`src/rtl/out_port_arbiter_if.sv`:
```
// Handshake bundle between the input channels, the output port arbiter and downstream.
// master drives channel flits and out_ready; slave (the arbiter) drives readies, output flit and grant.
interface out_port_arbiter_if #(
  parameter int WIDTH  = 32,
  parameter int NUM_IN = 5
);
  logic [NUM_IN*WIDTH-1:0] in_data;
  logic [NUM_IN-1:0]       in_valid;
  logic [NUM_IN-1:0]       in_last;
  logic [NUM_IN-1:0]       in_ready;
  logic [WIDTH-1:0]        out_data;
  logic                    out_valid;
  logic                    out_last;
  logic                    out_ready;
  logic [NUM_IN-1:0]       grant;

  modport master (
    output in_data, in_valid, in_last, out_ready,
    input  in_ready, out_data, out_valid, out_last, grant
  );

  modport slave (
    input  in_data, in_valid, in_last, out_ready,
    output in_ready, out_data, out_valid, out_last, grant
  );
endinterface

```
`src/rtl/out_port_arbiter.sv`:
```
// Packet-locked output port arbiter: round-robin by default, fixed priority (lowest index)
// when OUT_PORT_ARB_FIXED_PRIO_EN is defined. One registered output flit stage.
module out_port_arbiter #(
  parameter int WIDTH  = 32,
  parameter int NUM_IN = 5
) (
  input  logic              clk,
  input  logic              rst,
  out_port_arbiter_if.slave bus
);
  localparam int IDX_W = (NUM_IN > 1) ? $clog2(NUM_IN) : 1;

  typedef enum logic [0:0] {IDLE = 1'b0, LOCKED = 1'b1} state_t;

  state_t            state_r;
  logic [NUM_IN-1:0] grant_r;
  logic [IDX_W-1:0]  owner_r;
  logic [WIDTH-1:0]  out_data_r;
  logic              out_valid_r;
  logic              out_last_r;

  logic [IDX_W-1:0]  start_s;
  logic [IDX_W-1:0]  idx_s;
  logic [IDX_W-1:0]  winner_s;
  logic              found_s;
  logic [NUM_IN-1:0] winner_oh_s;
  logic [NUM_IN-1:0] in_ready_s;
  logic              out_free_s;
  logic              xfer_s;
  logic [WIDTH-1:0]  flit_data_s;
  logic              flit_last_s;

  function automatic logic [IDX_W-1:0] next_idx(input logic [IDX_W-1:0] idx);
    if (idx == IDX_W'(NUM_IN - 1)) begin
      return '0;
    end else begin
      return idx + IDX_W'(1);
    end
  endfunction

`ifdef OUT_PORT_ARB_FIXED_PRIO_EN
  assign start_s = '0;
`else
  logic [IDX_W-1:0] rr_ptr_r;
  assign start_s = rr_ptr_r;
`endif

  // Winner search: first requesting channel starting at start_s, wrapping modulo NUM_IN.
  always_comb begin
    winner_s = '0;
    found_s  = 1'b0;
    idx_s    = start_s;
    for (int k = 0; k < NUM_IN; k++) begin
      if (!found_s && bus.in_valid[idx_s]) begin
        winner_s = idx_s;
        found_s  = 1'b1;
      end else begin
        found_s  = found_s;
      end
      idx_s = next_idx(idx_s);
    end
  end

  assign winner_oh_s = {{(NUM_IN-1){1'b0}}, 1'b1} << winner_s;
  assign out_free_s  = !out_valid_r || bus.out_ready;

  // Only the locked owner may be ready, and only when the output stage can take a flit.
  always_comb begin
    if (!rst && (state_r == LOCKED)) begin
      in_ready_s = grant_r & {NUM_IN{out_free_s}};
    end else begin
      in_ready_s = '0;
    end
  end

  assign flit_data_s = bus.in_data[owner_r*WIDTH +: WIDTH];
  assign flit_last_s = bus.in_last[owner_r];
  assign xfer_s      = |(bus.in_valid & in_ready_s);

  // Arbitration FSM together with the registered output flit stage.
  always_ff @(posedge clk) begin
    if (rst) begin
      state_r     <= IDLE;
      grant_r     <= '0;
      owner_r     <= '0;
      out_data_r  <= '0;
      out_valid_r <= 1'b0;
      out_last_r  <= 1'b0;
`ifndef OUT_PORT_ARB_FIXED_PRIO_EN
      rr_ptr_r    <= '0;
`endif
    end else begin
      case (state_r)
        IDLE: begin
          if (|bus.in_valid) begin
            grant_r <= winner_oh_s;
            owner_r <= winner_s;
            state_r <= LOCKED;
          end
        end
        LOCKED: begin
          if (xfer_s && flit_last_s) begin
            state_r  <= IDLE;
            grant_r  <= '0;
`ifndef OUT_PORT_ARB_FIXED_PRIO_EN
            rr_ptr_r <= next_idx(owner_r);
`endif
          end
        end
        default: begin
          state_r <= IDLE;
          grant_r <= '0;
        end
      endcase

      // A new flit overwrites the stage even while it drains, keeping back-to-back throughput.
      if (xfer_s) begin
        out_data_r  <= flit_data_s;
        out_last_r  <= flit_last_s;
        out_valid_r <= 1'b1;
      end else if (out_valid_r && bus.out_ready) begin
        out_valid_r <= 1'b0;
      end
    end
  end

  assign bus.in_ready  = in_ready_s;
  assign bus.out_data  = out_data_r;
  assign bus.out_valid = out_valid_r;
  assign bus.out_last  = out_last_r;
  assign bus.grant     = grant_r;
endmodule

```
`src/flat_wrapper.sv`:
```
// flat-port wrapper written by rule: the top's interface ports become plain ports
module out_port_arbiter_flat 
#(
  parameter int WIDTH  = 32,
  parameter int NUM_IN = 5
)
  (clk, rst, bus_in_data, bus_in_valid, bus_in_last, bus_out_ready, bus_in_ready, bus_out_data, bus_out_valid, bus_out_last, bus_grant);
  out_port_arbiter_if #(.WIDTH(WIDTH), .NUM_IN(NUM_IN)) bus_i ();
  input  logic clk;
  input  logic rst;
  input wire logic [$bits(bus_i.in_data)-1:0] bus_in_data;
  input wire logic [$bits(bus_i.in_valid)-1:0] bus_in_valid;
  input wire logic [$bits(bus_i.in_last)-1:0] bus_in_last;
  input wire logic [$bits(bus_i.out_ready)-1:0] bus_out_ready;
  output wire logic [$bits(bus_i.in_ready)-1:0] bus_in_ready;
  output wire logic [$bits(bus_i.out_data)-1:0] bus_out_data;
  output wire logic [$bits(bus_i.out_valid)-1:0] bus_out_valid;
  output wire logic [$bits(bus_i.out_last)-1:0] bus_out_last;
  output wire logic [$bits(bus_i.grant)-1:0] bus_grant;
  assign bus_i.in_data = bus_in_data;
  assign bus_i.in_valid = bus_in_valid;
  assign bus_i.in_last = bus_in_last;
  assign bus_i.out_ready = bus_out_ready;
  assign bus_in_ready = bus_i.in_ready;
  assign bus_out_data = bus_i.out_data;
  assign bus_out_valid = bus_i.out_valid;
  assign bus_out_last = bus_i.out_last;
  assign bus_grant = bus_i.grant;
  out_port_arbiter #(.WIDTH(WIDTH), .NUM_IN(NUM_IN)) u_core (.clk(clk), .rst(rst), .bus(bus_i));
endmodule
```
`config.mk`:
```
export PLATFORM = sky130hd
export DESIGN_NAME = out_port_arbiter_flat
export DESIGN_NICKNAME = d
export VERILOG_FILES = /design/src/rtl/out_port_arbiter_if.sv /design/src/rtl/out_port_arbiter.sv /design/src/flat_wrapper.sv
export SDC_FILE = /design/constraint.sdc
export NUM_CORES = 1
export LEC_CHECK = 0
export CAP_MARGIN = 20
export CORE_ASPECT_RATIO = 0.6
export CORE_MARGIN = 2
export CORE_UTILIZATION = 38
export DETAILED_ROUTE_END_ITERATION = 7
export GPL_TIMING_DRIVEN = 0
export PLACE_DENSITY = 0.9
export SETUP_SLACK_MARGIN = 0.15
export SYNTH_ARGS = -nofsm -noshare
export SYNTH_HDL_FRONTEND = slang
export SYNTH_SLANG_ARGS = --single-unit
export TNS_END_PERCENT = 100
```
`constraint.sdc`:
```
create_clock -name clk -period 5.2 [get_ports clk]
set_clock_uncertainty 0.05 [all_clocks]
set_input_delay 1.04 -clock clk [delete_from_list [all_inputs] [get_ports clk]]
set_output_delay 1.04 -clock clk [all_outputs]
set_load 0.03 [all_outputs]
```
After elaboration in Yosys (flattened, before gate mapping)
Index checks and enable logic that the tools add are counted.
{"block": "classes", "add_sub_neg": 5, "multipliers": 0, "div_mod_pow": 0, "n_lt_le_gt_ge": 6, "eq_ne": 7, "shifts": 2, "muxes": 35, "n_bitwise": 3, "n_reduce_logical": 20}
{"op": "$shiftx 160x9->32", "n": 1}
{"op": "$mux 3", "n": 10}
{"op": "$lt 3x4->1 const B", "n": 6}
{"op": "$bmux 1 s3", "n": 6}
{"op": "$add 3x1->3 const B", "n": 5}
{"op": "$eq 3x3->1 const B", "n": 5}
{"op": "$mux 5", "n": 3}
{"op": "$mux 1", "n": 14}
{"op": "$and 5x5->5", "n": 2}
{"op": "$pmux 5 s2", "n": 1}
{"op": "$reduce_or 5->1", "n": 2}
{"op": "$logic_and 1x1->1", "n": 7}
{"op": "$logic_not 1->1", "n": 6}
{"op": "$reduce_and 2->1", "n": 3}
{"op": "$shl 1x3->5 const A", "n": 1}
{"op": "$ne 2x1->1 const B", "n": 1}
{"op": "$ne 2x2->1 const B", "n": 1}
{"op": "$pmux 1 s2", "n": 1}
{"op": "$reduce_bool 2->1", "n": 1}
{"op": "$logic_or 1x1->1", "n": 1}
{"op": "$not 1->1", "n": 1}
{"block": "totals", "ff_bits": 46, "latchBits": 0, "mem_bits_rw": 0, "rom_bits": 0, "in_bits": 173, "output_inout_bits": 44, "elab_cells": 85, "mem_count": 0}

Longest topological paths before layout
Gate-level depths: netlist of run 1.
{"block": "depth", "word_depth": 18, "mapped_depth": 19, "depth_no_buf": 17}

Worst setup path before layout of run 1
No wires, ideal clock.
{"block": "synth_timing", "kind": "register to register", "startpoint": "register u_core.rr_ptr_r[0]", "endpoint": "register u_core.grant_r[1], in the netlist u_core.bus.grant[1]", "setup_ns": 0.117, "arrival_ns": 4.261, "required_ns": 5.033, "slack_ns": 0.771, "stages_incl_launch_ff": 19, "n_path_buf": 2, "synth_period_minus_slack_ns": 4.429, "cell_sequence": "dfxtp_1 > clkbuf_1 > inv_1 > ha_1 > buf_6 > a21oi_1 > inv_1 > ha_1 > and4bb_2 > a211oi_2 > inv_1 > ha_1 > or4_4 > and2_4 > a32oi_4 > nor2_2 > a221o_1 > a31o_4 > a32o_1"}
{"block": "synth_between", "elab_chain_cells": 18, "elab_cells_between_ends": 42, "cone_classes": "4 x add/sub; 4 x eq/ne; 1 x shift; 25 x mux; 8 x reduce/logical"}
{"element": "start, declared", "line": "out_port_arbiter.sv:44", "text": "logic [IDX_W-1:0] rr_ptr_r;"}
{"element": "start signal, assigned", "line": "out_port_arbiter.sv:106", "text": "rr_ptr_r <= next_idx(owner_r);"}
{"element": "parallel branches: the longest is 14 deep, another holds $add 3x1->3"}
{"element": "$mux 3 *", "line": "out_port_arbiter.sv:54", "text": "if (!found_s && bus.in_valid[idx_s]) begin"}
{"element": "$shl 1x3->5 *", "line": "out_port_arbiter.sv:64", "text": "assign winner_oh_s = {{(NUM_IN-1){1'b0}}, 1'b1} << winner_s;"}
{"element": "$mux 5 *", "line": "out_port_arbiter.sv:95", "text": "if (|bus.in_valid) begin"}
{"element": "$pmux 5 s2 *", "line": "out_port_arbiter.sv:93", "text": "case (state_r)"}
{"element": "end signal, assigned", "line": "out_port_arbiter.sv:96", "text": "grant_r <= winner_oh_s;"}
{"element": "end, declared", "line": "out_port_arbiter.sv:16", "text": "logic [NUM_IN-1:0] grant_r;"}
Every way passes the cells marked *. The select of a mux whose other input is x is not followed.
A chain may end at the register's enable or synchronous reset.

Worst setup path in the final report of run 1
Ends and elaborated chain as after synthesis.

==> results of run 1 <==
[cells in the final DEF, fill, tap and decap left out, drive strengths merged, types with 3 or more instances in the layout]
cell | netlist | final
nor2 | 18 | 18
a31oi | 3 | 3
nor3 | 11 | 11
mux4 | 34 | 34
inv | 48 | 48
ha | 8 | 8
nand2 | 14 | 14
nand3 | 6 | 6
dfxtp | 46 | 46
mux2i | 6 | 6
nor3b | 4 | 4
clkbuf | 26 | 32
nor2b | 3 | 3
or4 | 3 | 3
o31ai | 3 | 3
and2 | 6 | 6
a211oi | 35 | 35
a22oi | 4 | 4
o21ai | 7 | 7
clkdlybuf4s50 | 0 | 214
a221oi | 34 | 34
buf | 8 | 8
clkinv | 1 | 3
a21oi | 14 | 14
a32oi | 3 | 3
and3 | 3 | 3
[state kept, by name, indices dropped and copies added, names as in the netlist]
| name | flops |
|---|---|
| u_core.bus.out_valid | 1 |
| u_core.bus.out_last | 1 |
| u_core.bus.grant | 5 |
| u_core.rr_ptr_r | 3 |
| u_core.bus.out_data | 32 |
| u_core.state_r | 1 |
| u_core.owner_r | 3 |
[worst register-to-register path: cells and delay by family, from the launching register on]
kind                     cells  cell delay [ns]
adder cells (fa/ha/maj)      3             0.79
flip-flops                   1             0.43
buffers and inverters        5             0.80
AND/OR/NAND/NOR              3             1.07
AO/OA/AOI/OAI                6             1.54
[area by class of cell]
cell class	count	area, µm²
fill	716	3140
multi-input combinational	251	2360
timing repair buffer	214	2140
sequential	46	922
inverter	49	184
tap	130	163
buffer	34	140
clock buffer	6	129
clock inverter	2	13.8
[layer usage]
metal	share of wire (%)	routed length (µm)	global-route usage (%)	up-vias
li1	-	-	-	1938
met1	42	5850	35.2	2000
met2	48	6660	43.7	225
met3	8.8	1220	4.29	17
met4	1.3	183	5.27	0
met5	0	0	0	-
[final timing paths]
kind	end	slack [ns]	cells after the start
worst min register to register	u_core.bus.out_data[25]$_SDFFE_PP0P_	0.41	2
worst max-delay path	u_core.bus.grant[1]$_SDFFE_PP0P_	0.40	17
worst max register to register	u_core.bus.grant[1]$_SDFFE_PP0P_	0.40	17
worst min-delay path	u_core.bus.out_data[25]$_SDFFE_PP0P_	0.41	2
[power breakdown]
group          total (mW)  switching [mW]  leakage [nW]  internal [mW]
Sequential          0.388          0.0153         0.374          0.373
Combinational       0.463           0.204          1.60          0.259
Clock               0.309           0.131        0.0708          0.178
Total                1.16           0.350          2.04          0.810
[what timing repair did]
action	4_1_cts	5_1_grt
gates resized for setup	1	4
endpoints found under the setup margin	3	8
pin swaps	0	0
gates cloned	0	0
[metrics by stage]
stage | total power, mW | instances
after CTS | 1.17 | 732
after global placement | 0.843 | 724
after global routing | 1.21 | 732
final | 1.16 | 732
after detailed placement | 0.856 | 724
after floorplan | 0.632 | 380
[cell families after synthesis]
family	Yosys count	share of synthesized area [%]
and+or+nand+nor	76	11.5
buffers and inverters	83	8.93
DFF	46	25.6
AOI/OAI and AO/OA	127	28.3
muxes	40	22.9
adders and majority gates	8	2.78
==> metrics.cfg, run 1 <==
[status]
status=complete, no violations

[finish]
fin_area_um2=6050
diodes=0
layout-drive-gt1-share_pct=10.5
finalCoreUtilization_pct=65.8
synthToLayoutAreaGrowth_pct=68.1
nets=782

[critical_path]
cp-start-kind=flop
cp_data_required_time_ns=5.32
endpoint_kind=flop
path_class=reg2reg
cp_top_family=compound AO/OA/AOI/OAI gates
critPathLaunch=u_core.rr_ptr_r[0]$_SDFFE_PP0P_
cp_max_fo=10
slowest_stage=or4_4
path_cells=clkbuf_2 -> inv_1 -> ha_1 -> buf_6 -> a21oi_1 -> inv_1 -> ha_1 -> and4bb_2 -> a211oi_2 -> inv_1 -> ha_1 -> or4_4 -> a211oi_2 -> a32oi_4 -> and3_2 -> a31o_4 -> a32o_1
reg2reg_from=u_core.rr_ptr_r[0]$_SDFFE_PP0P_
crit_buf_inv=5
critPathArrivalTime_ns=4.93
cpPeakStageDelay_ns=0.54

[place]
io_buffers=214
place_congestion=0.902
dpl_worst_slack_ns=0.137
place_hpwl_um=11500
placedInstanceArea_um2=5900

[floorplan]
rows=27
die_y_um=79.4
ioPinCount=217
fp.dieW_um=130
initial_core_util_pct=39.2
dieArea_um2=10300
core_um2=9190

[clock_network]
h-tree-depth=2
cts_sinks=46
clk_pin_slew_ns=0.06
cts_buffers=5
root_buffer=clkbuf_16
cts_tree=yes
hold_buffers=0
post_cts_buffers=0
clk_latency_ns=0.28
cts_buffer_depth=2

[power]
powerDensity_nw_per_um2=192
leakagePower_nw=2.04
peakVddDrop_v=0.000165

[detailed_routing]
wire_per_inst_um=19.0
drc=0
via_count=4180
postRouteAntennaNets=0
post_drt_via_cell_ratio=5.71
drtPass1Iterations=5
drt-initial-drc-count=290
wirelength_um=13900

[sta]
tightest_slew_ns=0.834
setup_violations=0
fin_ws_ns=0.397
finalCritPeriodShare_pct=92.4
rsz0062_at_grt=false
finalSetupTns_ns=0
period_needed_ns=4.80
max_freq_mhz=208
hold_ws_ns=0.407
drv_slew=0
relSlewSlack_pct=44.4
hold_viol=0

[yosys]
synth-edff-count=0
ys_ff_latch=46
synth.most_common_cell=inv_1
ys_types=61
synth_ff_type=dfxtp_1
yosysTopAreaCellShare_pct=25.6
postSynthCellCount=380
async_flop_share_pct=0
syn_area_um2=3600
synth.area.top_cells=dfxtp_1 26%, mux4_2 21%, a221oi_1 8.3%
yosysTopAreaCell=dfxtp_1
syn_nets=561
syn_area_per_cell_um2=9.47
yosys-top-cells-count=48 x inv_1, 46 x dfxtp_1, 34 x a221oi_1, 34 x mux4_2, 33 x a211oi_1
yosysSeqAreaShare_pct=25.6
ys_warn_count=0

[global_routing]
grt_max_degree=15
antenna_found_initial=0
grt_pass1_wl_um=20900
grtUsageTotal_pct=25.9
overflow=0
grt_pass1_vias=4065

[flow_run]
cap_violations=0

[worst_hold_path]
hp-start=u_core.bus.out_data[25]$_SDFFE_PP0P_
hold_class=reg2reg

(Power assumes the default switching activity.)
==> inputs of run 2 (changes only) <==
--- a/config.mk
+++ b/config.mk
@@ -13,6 +13,7 @@
 export GPL_TIMING_DRIVEN = 0
 export PLACE_DENSITY = 0.9
 export SETUP_SLACK_MARGIN = 0.15
+export SKIP_CTS_REPAIR_TIMING = 1
 export SYNTH_ARGS = -nofsm -noshare
 export SYNTH_HDL_FRONTEND = slang
 export SYNTH_SLANG_ARGS = --single-unit
==> constraint.sdc (replaced) <==
create_clock -name clk -period 5.1 [get_ports clk]
set_clock_uncertainty 0.05 [all_clocks]
set_input_delay 1.02 -clock clk [delete_from_list [all_inputs] [get_ports clk]]
set_output_delay 1.02 -clock clk [all_outputs]
set_load 0.03 [all_outputs]
==> run 2 against run 1 <==
- critical endpoint unchanged
- via count fell by 0.55%
- register-to-register slack lost 0.04 ns
- global-route usage stayed put
- largest power group unchanged
- non-clock buffer count stayed put
- sequential power increased by 2%
- first-iteration DRC count grew 9.0%
- die area is the same
- worst hold slack about the same
- core utilization grew 0.19 points
- setup slack worse by 0.036 ns
- combinational power rose by 2%
==> metrics.cfg, run 2 (synthesis gave the netlist of run 1 again) <==
[sta]
period_needed_ns=4.74  ; -0.0638 ns
fin_ws_ns=0.360  ; -0.0362 ns
hold_viol=0  ; unchanged
max_freq_mhz=211  ; +1.3%
hold_ws_ns=0.406  ; -0.000113 ns
finalCritPeriodShare_pct=92.9  ; +0.56 points
drv_slew=0  ; unchanged
rsz0062_at_grt=false
tightest_slew_ns=0.830  ; -0.00422 ns
relSlewSlack_pct=44.7  ; +0.28 points
setup_violations=0  ; unchanged

[global_routing]
grt_pass1_wl_um=20900  ; unchanged
grt_pass1_vias=4065  ; unchanged
grt_max_degree=15  ; unchanged
overflow=0  ; unchanged
antenna_found_initial=0  ; unchanged
grtUsageTotal_pct=25.9  ; unchanged

[finish]
layout_commonest_cell=clkdlybuf4s50_1
layout-drive-gt1-share_pct=10.5  ; unchanged
synthToLayoutAreaGrowth_pct=68.6
final_cell_mix=214 x clkdlybuf4s50_1, 48 x inv_1, 45 x dfxtp_1
fin_area_um2=6070  ; +0.29%
nets=782  ; unchanged
layout.cells.non_filler=732  ; unchanged
diodes=0  ; unchanged
largest_register_ffs=32  ; unchanged

[floorplan]
rows=27  ; unchanged
initial_core_util_pct=39.2  ; unchanged
ioPinCount=217  ; unchanged
fp.dieW_um=130  ; unchanged
die_y_um=79.4  ; unchanged
core_um2=9190  ; unchanged
dieArea_um2=10300  ; unchanged

[critical_path]
cp_top_family=compound AO/OA/AOI/OAI gates
path_class=reg2reg
cpPeakStageDelay_ns=0.56  ; +0.02 ns
endpoint_kind=flop
path_cells=clkbuf_4 -> inv_1 -> ha_1 -> buf_6 -> a21oi_1 -> inv_1 -> ha_1 -> o21ai_0 -> a22o_1 -> buf_2 -> inv_1 -> ha_1 -> or4_4 -> and2_4 -> a32oi_4 -> nor2_2 -> a221o_1 -> a31o_4 -> a32o_1
cp-start-kind=flop
crit_buf_inv=6  ; +1
cp_num_cells=19  ; +2
reg2reg_depth=19  ; +2
cp_max_fo=10  ; unchanged
slowest_stage=or4_4
critPathArrivalTime_ns=4.86  ; -0.07 ns
cp_data_required_time_ns=5.22  ; -0.10 ns

[worst_hold_path]
worst_hold_path.num_cells=2  ; unchanged
hold_class=reg2reg

[place]
dpl_worst_slack_ns=0.0370  ; -0.100 ns
dp_cells=724  ; unchanged
place_hpwl_um=11500  ; unchanged
placedInstanceArea_um2=5900  ; unchanged
io_buffers=214  ; unchanged
place_congestion=0.902  ; unchanged

[detailed_routing]
via_count=4157  ; -0.55%
drt-initial-drc-count=316  ; +9.0%
postRouteAntennaNets=0  ; unchanged
post_drt_via_cell_ratio=5.68  ; -0.55%
drtPass1Iterations=5  ; unchanged
wire_per_inst_um=19.0  ; about the same
wirelength_um=13900  ; about the same
drc=0  ; unchanged

[clock_network]
h-tree-depth=2  ; unchanged
cts_sinks=46  ; unchanged
cts_buffer_depth=2  ; unchanged
clk_latency_ns=0.28  ; about the same
root_buffer=clkbuf_16
cts_tree=yes
cts_buffers=5  ; unchanged
clk_pin_slew_ns=0.06  ; about the same

[power]
powerDensity_nw_per_um2=195  ; +1.6%
clock_power_share_pct=26.5  ; -0.2 points
p_comb_share_pct=40.0  ; about the same
sw_frac_of_total_pct=30.1  ; -0.071 points
power.internal_mw=0.827  ; +2.0%
power_mw=1.18  ; +1.9%
seq_power_share_pct=33.5  ; about the same
switchingPower_mw=0.356  ; +1.7%
peakVddDrop_v=0.000168  ; +1.6%
leakagePower_nw=2.05  ; +0.15%

[status]
status=complete, no violations

[flow_run]
cap_violations=0  ; unchanged

-- run 2: cell counts in the layout (fill, tap and decap cells not counted) --
Identical to the previous run, type by type.
-- run 2: routing by layer --
layer,vias up,global-route usage (%),wire length (µm)
met5,-,0,0
met4,0,5.27,166
met3,16,4.29,1200
met2,218,43.7,6660
met1,1986,35.2,5870
li1,1937,-,-
-- run 2: path summary, 6_finish.rpt --
path | start | endpoint | slack, ns
worst max-delay path | u_core.rr_ptr_r[0]$_SDFFE_PP0P_ | u_core.bus.grant[1]$_SDFFE_PP0P_ | 0.36
worst min-delay path | u_core.bus.out_data[25]$_SDFFE_PP0P_ | u_core.bus.out_data[25]$_SDFFE_PP0P_ | 0.41
worst max register to register | u_core.rr_ptr_r[0]$_SDFFE_PP0P_ | u_core.bus.grant[1]$_SDFFE_PP0P_ | 0.36
worst min register to register | u_core.bus.out_data[25]$_SDFFE_PP0P_ | u_core.bus.out_data[25]$_SDFFE_PP0P_ | 0.41
-- run 2: worst reg2reg max path, cell delays in order, from the launching register on --
cell and delay, ns:
dfxtp_2 0.43, clkbuf_4 0.26, inv_1 0.11, ha_1 0.22
buf_6 0.14, a21oi_1 0.19, inv_1 0.08, ha_1 0.29
o21ai_0 0.20, a22o_1 0.18, buf_2 0.21, inv_1 0.15
ha_1 0.31, or4_4 0.56, and2_4 0.17, a32oi_4 0.22
nor2_2 0.06, a221o_1 0.31, a31o_4 0.24, a32o_1 0.24
-- run 2: layout make-up --
type,instances,area [µm²]
Clock buffer,6,129
Buffer,34,143
Clock inverter,2,13.8
Timing Repair Buffer,214,2140
Sequential cell,46,922
Inverter,49,184
Multi-Input combinational cell,251,2370
Tap cell,130,163
Fill cell,717,3120
-- run 2: stage by stage --
step | TNS, ns | utilization (%)
4_1_cts | -0.0103 | 65.8
3_3_place_gp | 0 | 64.3
5_1_grt | 0 | 66.0
6_report | 0 | 66.0
3_5_place_dp | 0 | 64.3
2_1_floorplan | 0 | -
-- run 2: power by group through the flow --
stage               clock [mW]  sequential (mW)  combinational, mW
finish                   0.314            0.396              0.474
global route             0.341            0.398              0.502
CTS                      0.324            0.395              0.471
detailed placement           0            0.403              0.469
global placement             0            0.402              0.458
floorplan                    0            0.434              0.210
==> inputs of run 3 (changes only) <==
--- a/config.mk
+++ b/config.mk
@@ -6,12 +6,14 @@
 export NUM_CORES = 1
 export LEC_CHECK = 0
 export CAP_MARGIN = 20
+export CELL_PAD_IN_SITES_DETAIL_PLACEMENT = 1
+export CELL_PAD_IN_SITES_GLOBAL_PLACEMENT = 2
 export CORE_ASPECT_RATIO = 0.6
 export CORE_MARGIN = 2
-export CORE_UTILIZATION = 38
+export CORE_UTILIZATION = 22
 export DETAILED_ROUTE_END_ITERATION = 7
 export GPL_TIMING_DRIVEN = 0
-export PLACE_DENSITY = 0.9
+export PLACE_DENSITY_LB_ADDON = 0.1
 export SETUP_SLACK_MARGIN = 0.15
 export SKIP_CTS_REPAIR_TIMING = 1
 export SYNTH_ARGS = -nofsm -noshare
==> constraint.sdc (replaced) <==
create_clock -name clk -period 6.1 [get_ports clk]
set_clock_uncertainty 0.05 [all_clocks]
set_input_delay 1.22 -clock clk [delete_from_list [all_inputs] [get_ports clk]]
set_output_delay 1.22 -clock clk [all_outputs]
set_load 0.03 [all_outputs]
==> run 3 against run 2 <==
- sequential power is 17% lower
- cell count is 11% higher
- routed wire length is 17% higher
- sequential share of layout area is 0.27 points lower
- highest routed layer unchanged
- flip-flop and latch count stayed put
- largest cell class unchanged
==> metrics.cfg, run 3 (synthesis gave the netlist of run 1 again) <==
[critical_path]
cp_data_required_time_ns=6.28  ; +1.06 ns
reg2reg_depth=18  ; -1
reg2reg_slack_ns=0.77  ; +0.41 ns
path_class=reg2reg
cp_max_fo=10  ; unchanged
critPathArrivalTime_ns=5.50  ; +0.64 ns
r2r_end=u_core.bus.grant[1]$_SDFFE_PP0P_
endpoint_kind=flop
reg2reg_from=u_core.rr_ptr_r[0]$_SDFFE_PP0P_
critPathLaunch=u_core.rr_ptr_r[0]$_SDFFE_PP0P_
cp-start-kind=flop

[floorplan]
initial_core_util_pct=22.3  ; -17 points
fp.dieW_um=169  ; +30%
ioPinCount=217  ; unchanged
core_um2=16100  ; +75%
rows=36  ; +33%
dieArea_um2=17400  ; +69%
die_y_um=103  ; +30%

[power]
leakagePower_nw=2.05  ; about the same
powerDensity_nw_per_um2=169  ; -14%
peakVddDrop_v=0.0000907  ; -46%

[finish]
largest_register_ffs=32  ; unchanged
fin_area_um2=6170  ; +1.6%
diodes=0  ; unchanged
layout_commonest_cell=clkdlybuf4s50_1
layout-drive-gt1-share_pct=10.1  ; -0.33 points
synthToLayoutAreaGrowth_pct=71.4
fillers=1842  ; +160%
final_cell_mix=214 x clkdlybuf4s50_1, 48 x inv_1, 46 x dfxtp_1
nets=782  ; unchanged
finalCoreUtilization_pct=38.3  ; -28 points

[clock_network]
cts_tree=yes
cts_buffers=5  ; unchanged
cts_buffer_depth=2  ; unchanged
clk_pin_slew_ns=0.07  ; about the same
cts_sinks=46  ; unchanged
h-tree-depth=2  ; unchanged
root_buffer=clkbuf_16
clk_latency_ns=0.29  ; about the same

[worst_hold_path]
holdPathEnd=u_core.bus.out_data[6]$_SDFFE_PP0P_
hold_class=reg2reg
hp-start=u_core.bus.out_data[6]$_SDFFE_PP0P_
worst_hold_path.num_cells=2  ; unchanged

[global_routing]
antenna_found_initial=0  ; unchanged
overflow=0  ; unchanged
grtUsageTotal_pct=18.2  ; -7.7 points
grt_pass1_vias=4254  ; +4.6%
grt_max_degree=15  ; unchanged
grt_pass1_wl_um=24400  ; +16%

[place]
placedInstanceArea_um2=6000  ; +1.7%
io_buffers=214  ; unchanged
place_congestion=0.841  ; -6.8%
place_hpwl_um=13700  ; +19%
dpl_worst_slack_ns=0.916  ; +0.879 ns

[detailed_routing]
via_count=4086  ; -1.7%
wirelength_um=16200  ; +17%
post_drt_via_cell_ratio=5.04  ; -11%
drtPass1Iterations=4  ; -1
wire_per_inst_um=20.0  ; +5.5%
postRouteAntennaNets=0  ; unchanged
drt-initial-drc-count=166  ; -47%
drc=0  ; unchanged

[sta]
hold_ws_ns=0.408  ; +0.00196 ns
finalCritPeriodShare_pct=87.3  ; -5.6 points
period_needed_ns=5.33  ; +0.586 ns
fin_ws_ns=0.775  ; +0.414 ns
setup_violations=0  ; unchanged
relSlewSlack_pct=40.9  ; -3.7 points
rsz0062_at_grt=false
drv_slew=0  ; unchanged
tightest_slew_ns=0.886  ; +0.0562 ns
max_freq_mhz=188  ; -11%
hold_viol=0  ; unchanged
finalSetupTns_ns=0  ; unchanged

[flow_run]
cap_violations=0  ; unchanged

[status]
status=complete, no violations

-- run 3: worst max-delay path: stages (launching register included) --
cell and delay [ns]:
dfxtp_1 0.48, clkbuf_1 0.48, inv_1 0.20, ha_1 0.26, buf_6 0.14, a21oi_1 0.23
inv_1 0.10, ha_1 0.29, and4bb_2 0.26, a211oi_2 0.46, inv_1 0.13, ha_1 0.29
or4_4 0.55, and2_4 0.17, a32oi_4 0.23, nand3_1 0.11, a32oi_1 0.38, a2bb2oi_2 0.27
a32o_1 0.19
-- run 3: routing by layer --
metal  up-vias  share of wire [%]  global-route usage (%)
met4         0               0.41                    2.17
met2       148                 44                    27.1
li1       1941                  -                       -
met3         4                8.3                    5.83
met1      1993                 48                    26.3
met5         -                  0                       0
-- run 3: worst max path at each step --
stage / slack [ns] / end
2_1_floorplan: 1.67 / u_core.bus.grant[1]$_SDFFE_PP0P_
3_3_place_gp: 0.91 / u_core.bus.grant[3]$_SDFFE_PP0P_
3_5_place_dp: 0.92 / u_core.bus.grant[1]$_SDFFE_PP0P_
4_1_cts: 0.89 / u_core.bus.grant[1]$_SDFFE_PP0P_
5_1_grt: 0.40 / u_core.bus.grant[0]$_SDFFE_PP0P_
6_report: 0.77 / u_core.bus.grant[1]$_SDFFE_PP0P_
-- run 3: area by class of cell --
type / count / area, µm² / share of cell area, %
plain buffers: 34 / 138 / 2.23
repair buffers: 214 / 2140 / 34.7
clock inverters: 3 / 40.0 / 0.649
clock buffers: 5 / 125 / 2.03
inverters: 49 / 184 / 2.98
well taps: 209 / 262 / 4.24
multi-input cells: 251 / 2360 / 38.2
flip-flops and latches: 46 / 921 / 14.9
-- run 3: per-stage QoR --
| stage | instances | power (mW) |
|---|---|---|
| 3_5_place_dp | 803 | 0.740 |
| 5_1_grt | 811 | 1.10 |
| 2_1_floorplan | 380 | 0.539 |
| 4_1_cts | 811 | 1.06 |
| 3_3_place_gp | 803 | 0.735 |
| 6_report | 811 | 1.04 |
-- run 3: power breakdown --
part | internal [mW] | switching [mW]
Sequential | 0.318 | 0.0116
Clock | 0.192 | 0.117
Combinational | 0.221 | 0.180
